**config.mk**
```make
export PLATFORM = sky130hd
export DESIGN_NAME = touch_led_ctrl
export DESIGN_NICKNAME = d
export VERILOG_FILES = /design/src/rtl/touch_led_ctrl.sv
export SDC_FILE = /design/constraint.sdc
export NUM_CORES = 1
export LEC_CHECK = 0
export BUFFER_PORTS_ARGS = -buffer_cell sky130_fd_sc_hd__buf_2
export CORE_MARGIN = 2
export CORE_UTILIZATION = 62
export CTS_CLUSTER_SIZE = 12
export DETAILED_ROUTE_END_ITERATION = 10
export GPL_TIMING_DRIVEN = 0
export PLACE_DENSITY = 0.89
export SYNTH_ARGS = -nofsm -noshare
export SYNTH_HDL_FRONTEND = slang
export SYNTH_SLANG_ARGS = --single-unit
```
**constraint.sdc**
```tcl
create_clock -name clk -period 2.8 [get_ports clk]
set_clock_uncertainty 0.2 [all_clocks]
set_input_delay 0.14 -clock clk [delete_from_list [all_inputs] [get_ports clk]]
set_output_delay 0.14 -clock clk [all_outputs]
set_load 0.05 [all_outputs]
```
**src/rtl/touch_led_ctrl.sv**
```systemverilog
// Touch-key LED controller: short presses step OFF/ON/SLOW/FAST, a long press forces OFF.
// Optional debounce filter is built only when TOUCH_LED_DEBOUNCE_EN is defined.
module touch_led_ctrl #(
    parameter int DEB_CYC   = 1000000,
    parameter int LONG_CYC  = 50000000,
    parameter int SLOW_HALF = 25000000,
    parameter int FAST_HALF = 5000000
) (
    input  logic       clk,
    input  logic       rst,
    input  logic       touch_key,
    output logic       led,
    output logic [1:0] mode,
    output logic       key_evt
);

    typedef enum logic [1:0] {
        MODE_OFF  = 2'd0,
        MODE_ON   = 2'd1,
        MODE_SLOW = 2'd2,
        MODE_FAST = 2'd3
    } mode_t;

    localparam int HOLD_W    = $clog2(LONG_CYC + 1);
    localparam int BLINK_MAX = (SLOW_HALF > FAST_HALF) ? SLOW_HALF : FAST_HALF;
    localparam int BLINK_W   = $clog2(BLINK_MAX + 1);

    localparam logic [HOLD_W-1:0]  HOLD_LAST = HOLD_W'(LONG_CYC - 1);
    localparam logic [HOLD_W-1:0]  HOLD_MAX  = HOLD_W'(LONG_CYC);
    localparam logic [BLINK_W-1:0] SLOW_LAST = BLINK_W'(SLOW_HALF - 1);
    localparam logic [BLINK_W-1:0] FAST_LAST = BLINK_W'(FAST_HALF - 1);

    if (DEB_CYC < 1 || LONG_CYC < 1 || SLOW_HALF < 1 || FAST_HALF < 1) begin : g_param_check
        $error("touch_led_ctrl: cycle parameters must be 1 or more");
    end

    logic [1:0]         r_sync;
    logic               w_key_db;
    logic               r_key_db_d;
    logic [HOLD_W-1:0]  r_hold_cnt;
    logic               r_long_fired;
    logic [BLINK_W-1:0] r_blink_cnt;
    mode_t              r_mode;
    mode_t              w_mode_nxt;
    logic               r_led;
    logic               r_key_evt;
    logic               w_rise;
    logic               w_fall;
    logic               w_long;
    logic               w_short;

    // NOTE: sequential state uses non-blocking assignments so every flop samples pre-edge values.
    always_ff @(posedge clk or posedge rst) begin
        if (rst) begin
            r_sync <= 2'b00;
        end else begin
            r_sync <= {r_sync[0], touch_key};
        end
    end

`ifdef TOUCH_LED_DEBOUNCE_EN
    localparam int                DEB_W    = $clog2(DEB_CYC + 1);
    localparam logic [DEB_W-1:0]  DEB_LAST = DEB_W'(DEB_CYC - 1);

    logic [DEB_W-1:0] r_deb_cnt;
    logic             r_key_db;

    // The level is accepted on the DEB_CYC-th consecutive differing cycle; agreement restarts the count.
    always_ff @(posedge clk or posedge rst) begin
        if (rst) begin
            r_deb_cnt <= '0;
            r_key_db  <= 1'b0;
        end else if (r_sync[1] == r_key_db) begin
            r_deb_cnt <= '0;
        end else if (r_deb_cnt == DEB_LAST) begin
            r_deb_cnt <= '0;
            r_key_db  <= r_sync[1];
        end else begin
            r_deb_cnt <= r_deb_cnt + 1'b1;
        end
    end

    assign w_key_db = r_key_db;
`else
    assign w_key_db = r_sync[1];
`endif

    always_ff @(posedge clk or posedge rst) begin
        if (rst) begin
            r_key_db_d <= 1'b0;
        end else begin
            r_key_db_d <= w_key_db;
        end
    end

    assign w_rise  = w_key_db & ~r_key_db_d;
    assign w_fall  = ~w_key_db & r_key_db_d;
    assign w_long  = w_key_db & ~w_rise & ~r_long_fired & (r_hold_cnt == HOLD_LAST);
    assign w_short = w_fall & ~r_long_fired;

    // Hold counter saturates, so a single press can cross HOLD_LAST only once.
    always_ff @(posedge clk or posedge rst) begin
        if (rst) begin
            r_hold_cnt   <= '0;
            r_long_fired <= 1'b0;
        end else if (w_rise) begin
            r_hold_cnt   <= '0;
            r_long_fired <= 1'b0;
        end else if (w_key_db) begin
            if (r_hold_cnt != HOLD_MAX) begin
                r_hold_cnt <= r_hold_cnt + 1'b1;
            end
            if (w_long) begin
                r_long_fired <= 1'b1;
            end
        end
    end

    always_ff @(posedge clk or posedge rst) begin
        if (rst) begin
            r_mode    <= MODE_OFF;
            r_key_evt <= 1'b0;
        end else begin
            r_mode    <= w_mode_nxt;
            r_key_evt <= w_short;
        end
    end

    always_comb begin
        // NOTE: the default assignment first keeps this block free of inferred latches.
        w_mode_nxt = r_mode;
        if (w_long) begin
            w_mode_nxt = MODE_OFF;
        end else if (w_short) begin
            case (r_mode)
                MODE_OFF:  w_mode_nxt = MODE_ON;
                MODE_ON:   w_mode_nxt = MODE_SLOW;
                MODE_SLOW: w_mode_nxt = MODE_FAST;
                MODE_FAST: w_mode_nxt = MODE_OFF;
                default:   w_mode_nxt = MODE_OFF;
            endcase
        end
    end

    // A mode change restarts the blink phase lit, on the same edge the mode register updates.
    always_ff @(posedge clk or posedge rst) begin
        if (rst) begin
            r_led       <= 1'b0;
            r_blink_cnt <= '0;
        end else if (w_mode_nxt != r_mode) begin
            r_led       <= (w_mode_nxt != MODE_OFF);
            r_blink_cnt <= '0;
        end else begin
            case (r_mode)
                MODE_OFF: begin
                    r_led       <= 1'b0;
                    r_blink_cnt <= '0;
                end
                MODE_ON: begin
                    r_led       <= 1'b1;
                    r_blink_cnt <= '0;
                end
                MODE_SLOW: begin
                    if (r_blink_cnt == SLOW_LAST) begin
                        r_blink_cnt <= '0;
                        r_led       <= ~r_led;
                    end else begin
                        r_blink_cnt <= r_blink_cnt + 1'b1;
                    end
                end
                MODE_FAST: begin
                    if (r_blink_cnt == FAST_LAST) begin
                        r_blink_cnt <= '0;
                        r_led       <= ~r_led;
                    end else begin
                        r_blink_cnt <= r_blink_cnt + 1'b1;
                    end
                end
                default: begin
                    r_led       <= 1'b0;
                    r_blink_cnt <= '0;
                end
            endcase
        end
    end

    assign led     = r_led;
    assign mode    = r_mode;
    assign key_evt = r_key_evt;

endmodule
```
==> results of run 1 <==
==> critical path: stages (launching register included) <==
cell and delay (ps):
dfrtp_1 420, inv_1 100, ha_1 160, or4bb_1 490, nor4_2 290, a311oi_1 220, buf_2 260, nand4_1 130
xor2_1 170, nor2_1 60
==> registers in the layout, summed over array words and instances (netlist names) <==
register	count
r_hold_cnt	26
r_sync	2
r_long_fired	1
led	1
mode	2
key_evt	1
r_key_db_d	1
r_blink_cnt	25
==> final timing paths <==
check / end / cells past startpoint / slack, ps / startpoint
setup / recovery: r_hold_cnt[23] / 9 / 170 / r_hold_cnt[0]
hold / removal: r_sync[1] / 0 / 170 / r_sync[0]
setup reg to reg: r_hold_cnt[23] / 9 / 170 / r_hold_cnt[0]
hold reg to reg: r_sync[1] / 0 / 170 / r_sync[0]
max in group asynchronous: key_evt / 4 / 1530 / rst
min in group asynchronous: r_hold_cnt[15] / 3 / 290 / rst
==> routing by layer <==
metal	vias up	share of wire (%)	GRT usage, %	wire, µm
li1	1162	-	-	-
met1	1248	43	37.4	2900
met2	92	49	43.0	3320
met3	22	4.7	5.56	315
met4	0	3.1	13.5	206
met5	-	0	0	0
==> cells in the mapped netlist (all sizes together) (2+ instances only) <==
| master | count | area (µm²) |
|---|---|---|
| a21oi | 6 | 30.0 |
| a22o | 2 | 17.5 |
| a311oi | 2 | 23.8 |
| a31oi | 3 | 18.8 |
| and2 | 5 | 31.3 |
| and3 | 7 | 43.8 |
| and4 | 4 | 37.5 |
| buf | 5 | 57.6 |
| clkbuf | 6 | 22.5 |
| dfrtp | 59 | 1480 |
| ha | 6 | 75.1 |
| inv | 14 | 52.6 |
| nand2 | 27 | 101 |
| nand2b | 3 | 18.8 |
| nand3 | 22 | 110 |
| nand4 | 17 | 121 |
| nor2 | 57 | 264 |
| nor2b | 2 | 12.5 |
| nor3 | 4 | 20.0 |
| nor4 | 5 | 46.3 |
| o211ai | 2 | 15.0 |
| o21ai | 8 | 47.6 |
| o22ai | 3 | 18.8 |
| o41ai | 2 | 17.5 |
| or3 | 2 | 12.5 |
| or4b | 3 | 33.8 |
| xnor2 | 11 | 96.3 |
| xor2 | 31 | 272 |
==> area by class of cell <==
| class | count | area (µm²) | area share (%) |
|---|---|---|---|
| multi-input combinational | 241 | 1550 | 44.2 |
| sequential | 59 | 1480 | 41.9 |
| clock buffer | 15 | 186 | 5.30 |
| tap | 67 | 83.8 | 2.38 |
| buffer | 11 | 80.1 | 2.28 |
| timing repair buffer | 9 | 77.6 | 2.20 |
| inverter | 15 | 56.3 | 1.60 |
| clock inverter | 1 | 5.00 | 0.142 |
==> cell usage in the layout, fill, tap and decap left out, types with 2 or more instances in the layout <==
| cell type | count |
|---|---|
| dfrtp_1 | 59 |
| nor2_1 | 37 |
| xor2_1 | 31 |
| nand2_1 | 27 |
| nand3_1 | 22 |
| nor2_2 | 20 |
| nand4_1 | 16 |
| inv_1 | 13 |
| clkbuf_8 | 13 |
| xnor2_1 | 11 |
| clkbuf_1 | 8 |
| buf_2 | 8 |
| and3_1 | 7 |
| o21ai_0 | 6 |
| a21oi_1 | 6 |
| ha_1 | 6 |
| nor3_1 | 4 |
| and2_1 | 4 |
| nor4_1 | 3 |
| and4_1 | 3 |
| o22ai_1 | 3 |
| nand2b_1 | 3 |
| a31oi_1 | 3 |
| nor2b_1 | 2 |
| or3_1 | 2 |
| o41ai_1 | 2 |
| o21ai_2 | 2 |
| buf_12 | 2 |
| a22o_1 | 2 |
| o211ai_1 | 2 |
| dlygate4sd3_1 | 2 |
==> repair_timing <==
action	CTS	global route
endpoints found under the setup margin	0	12
hold buffers	2	0
endpoints found under the hold margin	35	0
gates resized for setup	0	1
setup buffers	0	0
==> cells by family (layout without fill, tap and decap cells) <==
group / count (synthesis) / after routing / share of synthesized area, %
AOI/OAI and AO/OA: 31 / 31 / 6.73
muxes: 1 / 1 / 0.317
DFF: 59 / 59 / 46.7
buffers and inverters: 26 / 51 / 4.32
and+or+nand+nor: 161 / 161 / 27.9
xor gates and xnor gates: 42 / 42 / 11.6
adders and majority gates: 6 / 6 / 2.38
==> power breakdown <==
group / switching [mW] / internal (mW) / total, mW
sequential: 0.0649 / 0.898 / 0.963
clock: 0.318 / 0.417 / 0.736
combinational: 0.421 / 0.224 / 0.645
total: 0.805 / 1.54 / 2.34
==> results.ini, run 1 <==
[detailed_routing]
drt-initial-drc-count = 242
drc = 0
wl_per_cell_um = 16.1
vias_per_cell = 6.04
dr.pass1.iters = 5
antenna_left = 0
wirelength_mm = 6.74
num_vias = 2524

[synth]
yosysUniqueCellTypes = 47
yosysSeqAreaShare_pct = 46.7
synthesis.nets = 335
async_reset_ff_share_pct = 100
ys_warn_count = 0
syn-cell-area_mm2 = 0.00316
synth_edf_count = 0
avgSynthCellArea_um2 = 9.69
syn-instance-count = 326
ys_seq_elements = 59
synth_ff_type = dfrtp_1

[sta]
tns_ps = 0
finalMaxSlewViolations = 0
setup_violations = 0
fmax_mhz = 380
worstMarginPinSlew_ps = 780
min_period_ps = 2630
setup_ws_ps = 165
hold_violations = 0
hold_ws_ps = 170
fin_crit_sh_pct = 94.1
rsz0062_at_grt = false
slew_headroom_pct = 47.9

[power_and_ir_drop]
ir_drop_mv = 0.712
total_power_mw = 2.34
p_per_area_mw_per_mm2 = 666
power_leakage_nw = 1.53

[place]
dp_slack_ps = 81.8
placed_area_mm2 = 0.00330
dp.cells = 400
dpl.hpwl_mm = 4.44
globalplace.congestion = 0.804
portBuffers = 6

[worst_setup_path]
worstPathArrival_ps = 2640
start_kind = flop
worst_setup_path_end_kind = flop
criticalPathCategory = flop to flop
crit_fanout = 10
critPathRequiredTime_ps = 2810

[hold_path]
hp-class = flop to flop

[grt]
gr-total-overflow = 0
grt_pass1_wl_mm = 11.5
first_global_vias = 2418
antenna_found_initial = 0
grt_usage_pct = 27.6
grt_max_degree = 36

[die]
core_mm2 = 0.00482
ios = 7
die_area_mm2 = 0.00568
die_h_um = 75.4
start_util_pct = 65.6
rows = 25
die_w_um = 75.4

[finish]
drive_gt1_share_pct = 16.0
fin_area_mm2 = 0.00352
stdcell_count = 418
n_antenna_cell = 0
syn_to_final_growth_pct = 11.4
nets = 355
n_fill_cell = 336
fin_util_pct = 73.1

[clocking]
clk_latency_ps = 340
clk_pin_slew_ps = 60
clock-root-buffer = clkbuf_8
clock_path_buffers = 2
cts_made_buffers = 9
cts_tree = yes
cts_sinks = 59
htreeDepth = 3

[status]
status = complete, no violations

[flow_run]
maxCapViolations = 0

(Power assumes the default switching activity.)
==> run 2, diff against run 1 <==
RECOVER_POWER = 25   (was unset)
==> run 2 against run 1 <==
  * Count of clock-buffer cells in the layout is the same
  * Worst hold slack about the same
  * Highest routed layer unchanged
  * Setup slack worse by 5.8 ps
  * Via count stayed put
==> results.ini, run 2 (same netlist as run 1, synthesis figures left out) <==
[sta]
hold_violations = 0  ; unchanged
fmax_mhz = 379  ; -0.22%
worstMarginPinSlew_ps = 1400  ; +623 ps
setup_violations = 0  ; unchanged
min_period_ps = 2640  ; +5.82 ps
fin_crit_sh_pct = 94.3  ; +0.21 points
slew_headroom_pct = 6.41  ; -42 points
rsz0062_at_grt = false
tns_ps = 0  ; unchanged
finalMaxSlewViolations = 0  ; unchanged

[grt]
gr-total-overflow = 0  ; unchanged
antenna_found_initial = 0  ; unchanged
grt_usage_pct = 27.6  ; unchanged
grt_max_degree = 36  ; unchanged
grt_pass1_wl_mm = 11.5  ; unchanged
first_global_vias = 2418  ; unchanged

[hold_path]
hp-start = r_sync[0]
holdPathEnd = r_sync[1]
hold-path-cell-count = 0  ; unchanged
hp-class = flop to flop

[finish]
n_fill_cell = 337  ; +0.30%
multiInputGateArea_mm2 = 0.00155  ; unchanged
fin_area_mm2 = 0.00352  ; about the same
largest_registers = r_hold_cnt: 26 flops, r_blink_cnt: 25 flops
nets = 355  ; unchanged
syn_to_final_growth_pct = 11.3  ; about the same
drive_gt1_share_pct = 15.1  ; -0.85 points
largest_reg_flops = 26  ; unchanged
n_antenna_cell = 0  ; unchanged
regArea_mm2 = 0.00148  ; unchanged
final_common_cell = dfrtp_1
final_cell_mix = 59 x dfrtp_1, 37 x nor2_1, 31 x xor2_1
top_register = r_hold_cnt

[power_and_ir_drop]
ir_drop_mv = 0.703  ; -1.3%
seq_power_share_pct = 41.1  ; about the same
power_frac_clock_pct = 31.4  ; about the same
swShare_pct = 34.4  ; about the same
switchingPower_mw = 0.804  ; about the same
p_int_mw = 1.54  ; -0.13%
power_leakage_nw = 1.53  ; -0.30%
p_comb_share_pct = 27.4  ; about the same
p_per_area_mw_per_mm2 = 666  ; about the same

[clocking]
cts_tree = yes
htreeDepth = 3  ; unchanged
clock-root-buffer = clkbuf_8
clock_path_buffers = 2  ; unchanged
clk_latency_ps = 340  ; about the same
cts_made_buffers = 9  ; unchanged
cts_sinks = 59  ; unchanged
post_cts_buffers = 0  ; unchanged
clk_pin_slew_ps = 60  ; about the same

[die]
die_w_um = 75.4  ; unchanged
core_mm2 = 0.00482  ; unchanged
die_area_mm2 = 0.00568  ; unchanged
start_util_pct = 65.6  ; unchanged
die_h_um = 75.4  ; unchanged
ios = 7  ; unchanged
rows = 25  ; unchanged

[detailed_routing]
drt-initial-drc-count = 242  ; unchanged
num_vias = 2524  ; unchanged
wl_per_cell_um = 16.1  ; -0.24%
vias_per_cell = 6.04  ; unchanged
drc = 0  ; unchanged
antenna_left = 0  ; unchanged
wirelength_mm = 6.72  ; -0.24%
dr.pass1.iters = 5  ; unchanged

[place]
placed_area_mm2 = 0.00330  ; unchanged
portBuffers = 6  ; unchanged
dpl.hpwl_mm = 4.44  ; unchanged
globalplace.congestion = 0.804  ; unchanged

[worst_setup_path]
critPathRequiredTime_ps = 2810  ; about the same
reg2reg_to = r_hold_cnt[23]
slowest_delay_ps = 490  ; about the same
start_kind = flop
criticalPathCategory = flop to flop
crit_chain = inv_1 -> ha_1 -> or4bb_1 -> nor4_2 -> a311oi_1 -> buf_2 -> nand4_1 -> xor2_1 -> nor2_1
critPathSlowestCell = or4bb_1
worst_setup_path_end_kind = flop
reg2regPathDepth = 9  ; unchanged
reg2reg_from = r_hold_cnt[0]
rrSetupSlack_ps = 160  ; about the same
crit_fanout = 10  ; unchanged
worstPathArrival_ps = 2650  ; about the same

[flow_run]
maxCapViolations = 0  ; unchanged

[status]
status = complete, no violations

## run 2: per-stage QoR
step / total power, mW / hold WS, ps / utilization (%) / worst slack (ps) / cells
after floorplan: 1.46 / -28.6 / - / 406 / 326
after global placement: 1.56 / 49.1 / 68.0 / 179 / 399
after detailed placement: 1.60 / 49.4 / 68.5 / 81.8 / 400
after CTS: 2.35 / 170 / 72.9 / 49.7 / 418
after global routing: 2.44 / 173 / 73.0 / 20.2 / 418
final: 2.34 / 170 / 73.0 / 159 / 418
## run 2: final cells by class
class | instances | share of cell area [%]
Clock inverter | 1 | 0.142
Inverter | 15 | 1.60
Multi-Input combinational cell | 241 | 44.2
Sequential cell | 59 | 42.0
Buffer | 11 | 2.28
Clock buffer | 15 | 5.30
Timing Repair Buffer | 9 | 2.13
Tap cell | 67 | 2.38
## run 2: critical path, delay by kind of cell (launching register included)
| kind | cells | cell delay [ps] |
|---|---|---|
| compound gates | 1 | 220 |
| buf+inv | 2 | 350 |
| simple gates | 4 | 980 |
| flops | 1 | 420 |
| xor+xnor | 1 | 170 |
| fa+ha+maj | 1 | 160 |
## run 2: how the worst max path moves through the flow
stage | from | end | slack (ps) | cells past startpoint
after floorplan | r_hold_cnt[0] | r_hold_cnt[21] | 410 | 9
after global placement | r_hold_cnt[0] | r_hold_cnt[11] | 180 | 9
after detailed placement | r_hold_cnt[0] | r_hold_cnt[23] | 80 | 9
after CTS | r_hold_cnt[0] | r_hold_cnt[23] | 50 | 9
after global routing | r_hold_cnt[0] | r_hold_cnt[23] | 20 | 9
final | r_hold_cnt[0] | r_hold_cnt[23] | 160 | 9
## run 2: power groups by stage
stage	clock, mW	combinational, mW	sequential, mW
finish	0.736	0.643	0.963
global route	0.776	0.696	0.968
CTS	0.741	0.648	0.959
detailed placement	0	0.632	0.972
global placement	0	0.596	0.968
floorplan	0	0.435	1.03
## run 2: routing by layer
metal | GRT usage (%) | up-vias | part of all wire (%)
li1 | - | 1161 | -
met1 | 37.4 | 1246 | 43
met2 | 43.0 | 95 | 49
met3 | 5.56 | 22 | 4.6
met4 | 13.5 | 0 | 3.1
met5 | 0 | - | 0
## run 2: timing repair
item,4_1_cts,5_1_grt
setup endpoints to repair,0,12
hold buffers,2,0
gates resized for setup,0,1
endpoints found under the hold margin,35,0
==> run 3, diff against run 2 <==
CELL_PAD_IN_SITES_DETAIL_PLACEMENT = 1   (was unset)
CELL_PAD_IN_SITES_GLOBAL_PLACEMENT = 1   (was unset)
CORE_UTILIZATION = 49   (was 62)
==> run 3 against run 2 <==
  * Setup slack is essentially flat
  * First-iteration DRC count is 50% lower
  * Sequential power barely moved
  * Largest cell class unchanged
  * Core utilization decreased by 17 points
  * Via count fell by 3.0%
  * Count of clock-buffer cells in the layout did not move
  * Non-clock buffer count unchanged
  * Flip-flop and latch count is the same
==> results.ini, run 3 (same netlist as run 1, synthesis figures left out) <==
[status]
status = complete, no violations

[die]
core_mm2 = 0.00628  ; +30%
die_h_um = 84.3  ; +12%
start_util_pct = 50.3  ; -15 points
rows = 29  ; +16%
die_w_um = 84.3  ; +12%
die_area_mm2 = 0.00711  ; +25%
ios = 7  ; unchanged

[place]
globalplace.congestion = 0.847  ; +5.3%
portBuffers = 6  ; unchanged
dpl.hpwl_mm = 5.05  ; +14%
dp_slack_ps = 96.2  ; +14.3 ps

[clocking]
cts_made_buffers = 9  ; unchanged
htreeDepth = 3  ; unchanged
post_cts_buffers = 0  ; unchanged
clock_path_buffers = 2  ; unchanged
clock-root-buffer = clkbuf_8
cts_tree = yes
clk_latency_ps = 340  ; about the same
cts_sinks = 59  ; unchanged
clk_pin_slew_ps = 60  ; about the same

[detailed_routing]
wirelength_mm = 7.35  ; +9.4%
wl_per_cell_um = 17.2  ; +6.8%
drt-initial-drc-count = 121  ; -50%
num_vias = 2448  ; -3.0%
vias_per_cell = 5.72  ; -5.3%
dr.pass1.iters = 6  ; +1
drc = 0  ; unchanged
antenna_left = 0  ; unchanged

[finish]
final_cell_mix = 59 x dfrtp_1, 37 x nor2_1, 31 x xor2_1
final_common_cell = dfrtp_1
nets = 355  ; unchanged
largest_registers = r_hold_cnt: 26 flops, r_blink_cnt: 25 flops
n_antenna_cell = 0  ; unchanged
syn_to_final_growth_pct = 11.7
top_register = r_hold_cnt
largest_reg_flops = 26  ; unchanged
drive_gt1_share_pct = 16.2  ; +1.1 points

[sta]
rsz0062_at_grt = false
slew_headroom_pct = 28.4  ; +22 points
min_period_ps = 2640  ; -0.481 ps
setup_violations = 0  ; unchanged
setup_ws_ps = 160  ; +0.481 ps
hold_violations = 0  ; unchanged
fmax_mhz = 379  ; about the same
hold_ws_ps = 157  ; -12.9 ps
tns_ps = 0  ; unchanged
fin_crit_sh_pct = 94.3  ; about the same
worstMarginPinSlew_ps = 1070  ; -328 ps
finalMaxSlewViolations = 0  ; unchanged

[worst_setup_path]
worst_setup_path_end_kind = flop
crit_fanout = 10  ; unchanged
reg2regPathDepth = 8  ; -1
critPathRequiredTime_ps = 2830  ; +20 ps
start_kind = flop
reg2reg_from = r_blink_cnt[0]
rrSetupSlack_ps = 160  ; about the same
worstPathArrival_ps = 2670  ; +20 ps
criticalPathCategory = flop to flop
reg2reg_to = r_blink_cnt[19]

[hold_path]
hold-path-cell-count = 0  ; unchanged
holdPathEnd = r_sync[1]
hp-start = r_sync[0]
hp-class = flop to flop

[power_and_ir_drop]
power_leakage_nw = 1.53  ; -0.20%
ir_drop_mv = 0.556  ; -21%
p_per_area_mw_per_mm2 = 670  ; +0.63%

[grt]
grt_pass1_wl_mm = 12.7  ; +11%
gr-total-overflow = 0  ; unchanged
antenna_found_initial = 0  ; unchanged
first_global_vias = 2604  ; +7.7%
grt_max_degree = 44  ; +22%
grt_usage_pct = 22.6  ; -5.0 points

[flow_run]
maxCapViolations = 0  ; unchanged

==> run 3: how the worst max path moves through the flow <==
stage | from | end | slack [ps] | cells past startpoint
floorplan | r_hold_cnt[0] | r_hold_cnt[21] | 410 | 9
global placement | r_hold_cnt[0] | r_hold_cnt[21] | 80 | 9
detailed placement | r_hold_cnt[0] | r_hold_cnt[10] | 100 | 8
CTS | r_hold_cnt[0] | r_hold_cnt[10] | 1 | 8
global route | r_blink_cnt[0] | r_blink_cnt[21] | 30 | 8
finish | r_blink_cnt[0] | r_blink_cnt[19] | 160 | 8
==> run 3: stage by stage <==
stage               power (mW)  utilization (%)  cells  instance area (µm²)
detailed placement        1.61             52.7    410                 3310
floorplan                 1.46                -    326                 3160
CTS                       2.38             56.0    428                 3520
finish                    2.36             56.2    428                 3530
global placement          1.58             52.4    409                 3290
global route              2.47             56.2    428                 3530
==> run 3: cell type report <==
cell class | instances | area, µm²
clock buffer | 15 | 186
tap | 77 | 96.3
fill | 733 | 2750
inverter | 15 | 56.3
clock inverter | 1 | 5.00
buffer | 11 | 80.1
multi-input combinational | 241 | 1580
sequential | 59 | 1480
timing repair buffer | 9 | 53.8
==> run 3: critical path, stage by stage, from the launching register on <==
cell	delay [ps]
dfrtp_1	420
ha_1	240
and4_1	330
nand4_1	240
o41ai_2	470
nand2_1	200
nand4_4	200
buf_12	180
nor2_2	40
==> run 3: metal layers <==
metal | share of wire (%) | global-route usage, % | vias up
met5 | 0 | 0 | -
met4 | 0.98 | 6.74 | 0
met3 | 3.3 | 5.21 | 8
met2 | 49 | 36.7 | 49
met1 | 46 | 30.3 | 1228
li1 | - | - | 1163
==> run 3: repair_timing <==
action | in CTS | in global routing
hold endpoints to repair | 60 | 0
gates resized for setup | 0 | 4
hold buffers | 2 | 0
setup endpoints to repair | 0 | 40
==> run 3: report_power, final <==
part	switching [mW]	internal, mW
sequential	0.0619	0.898
clock	0.333	0.418
combinational	0.427	0.226
total	0.822	1.54
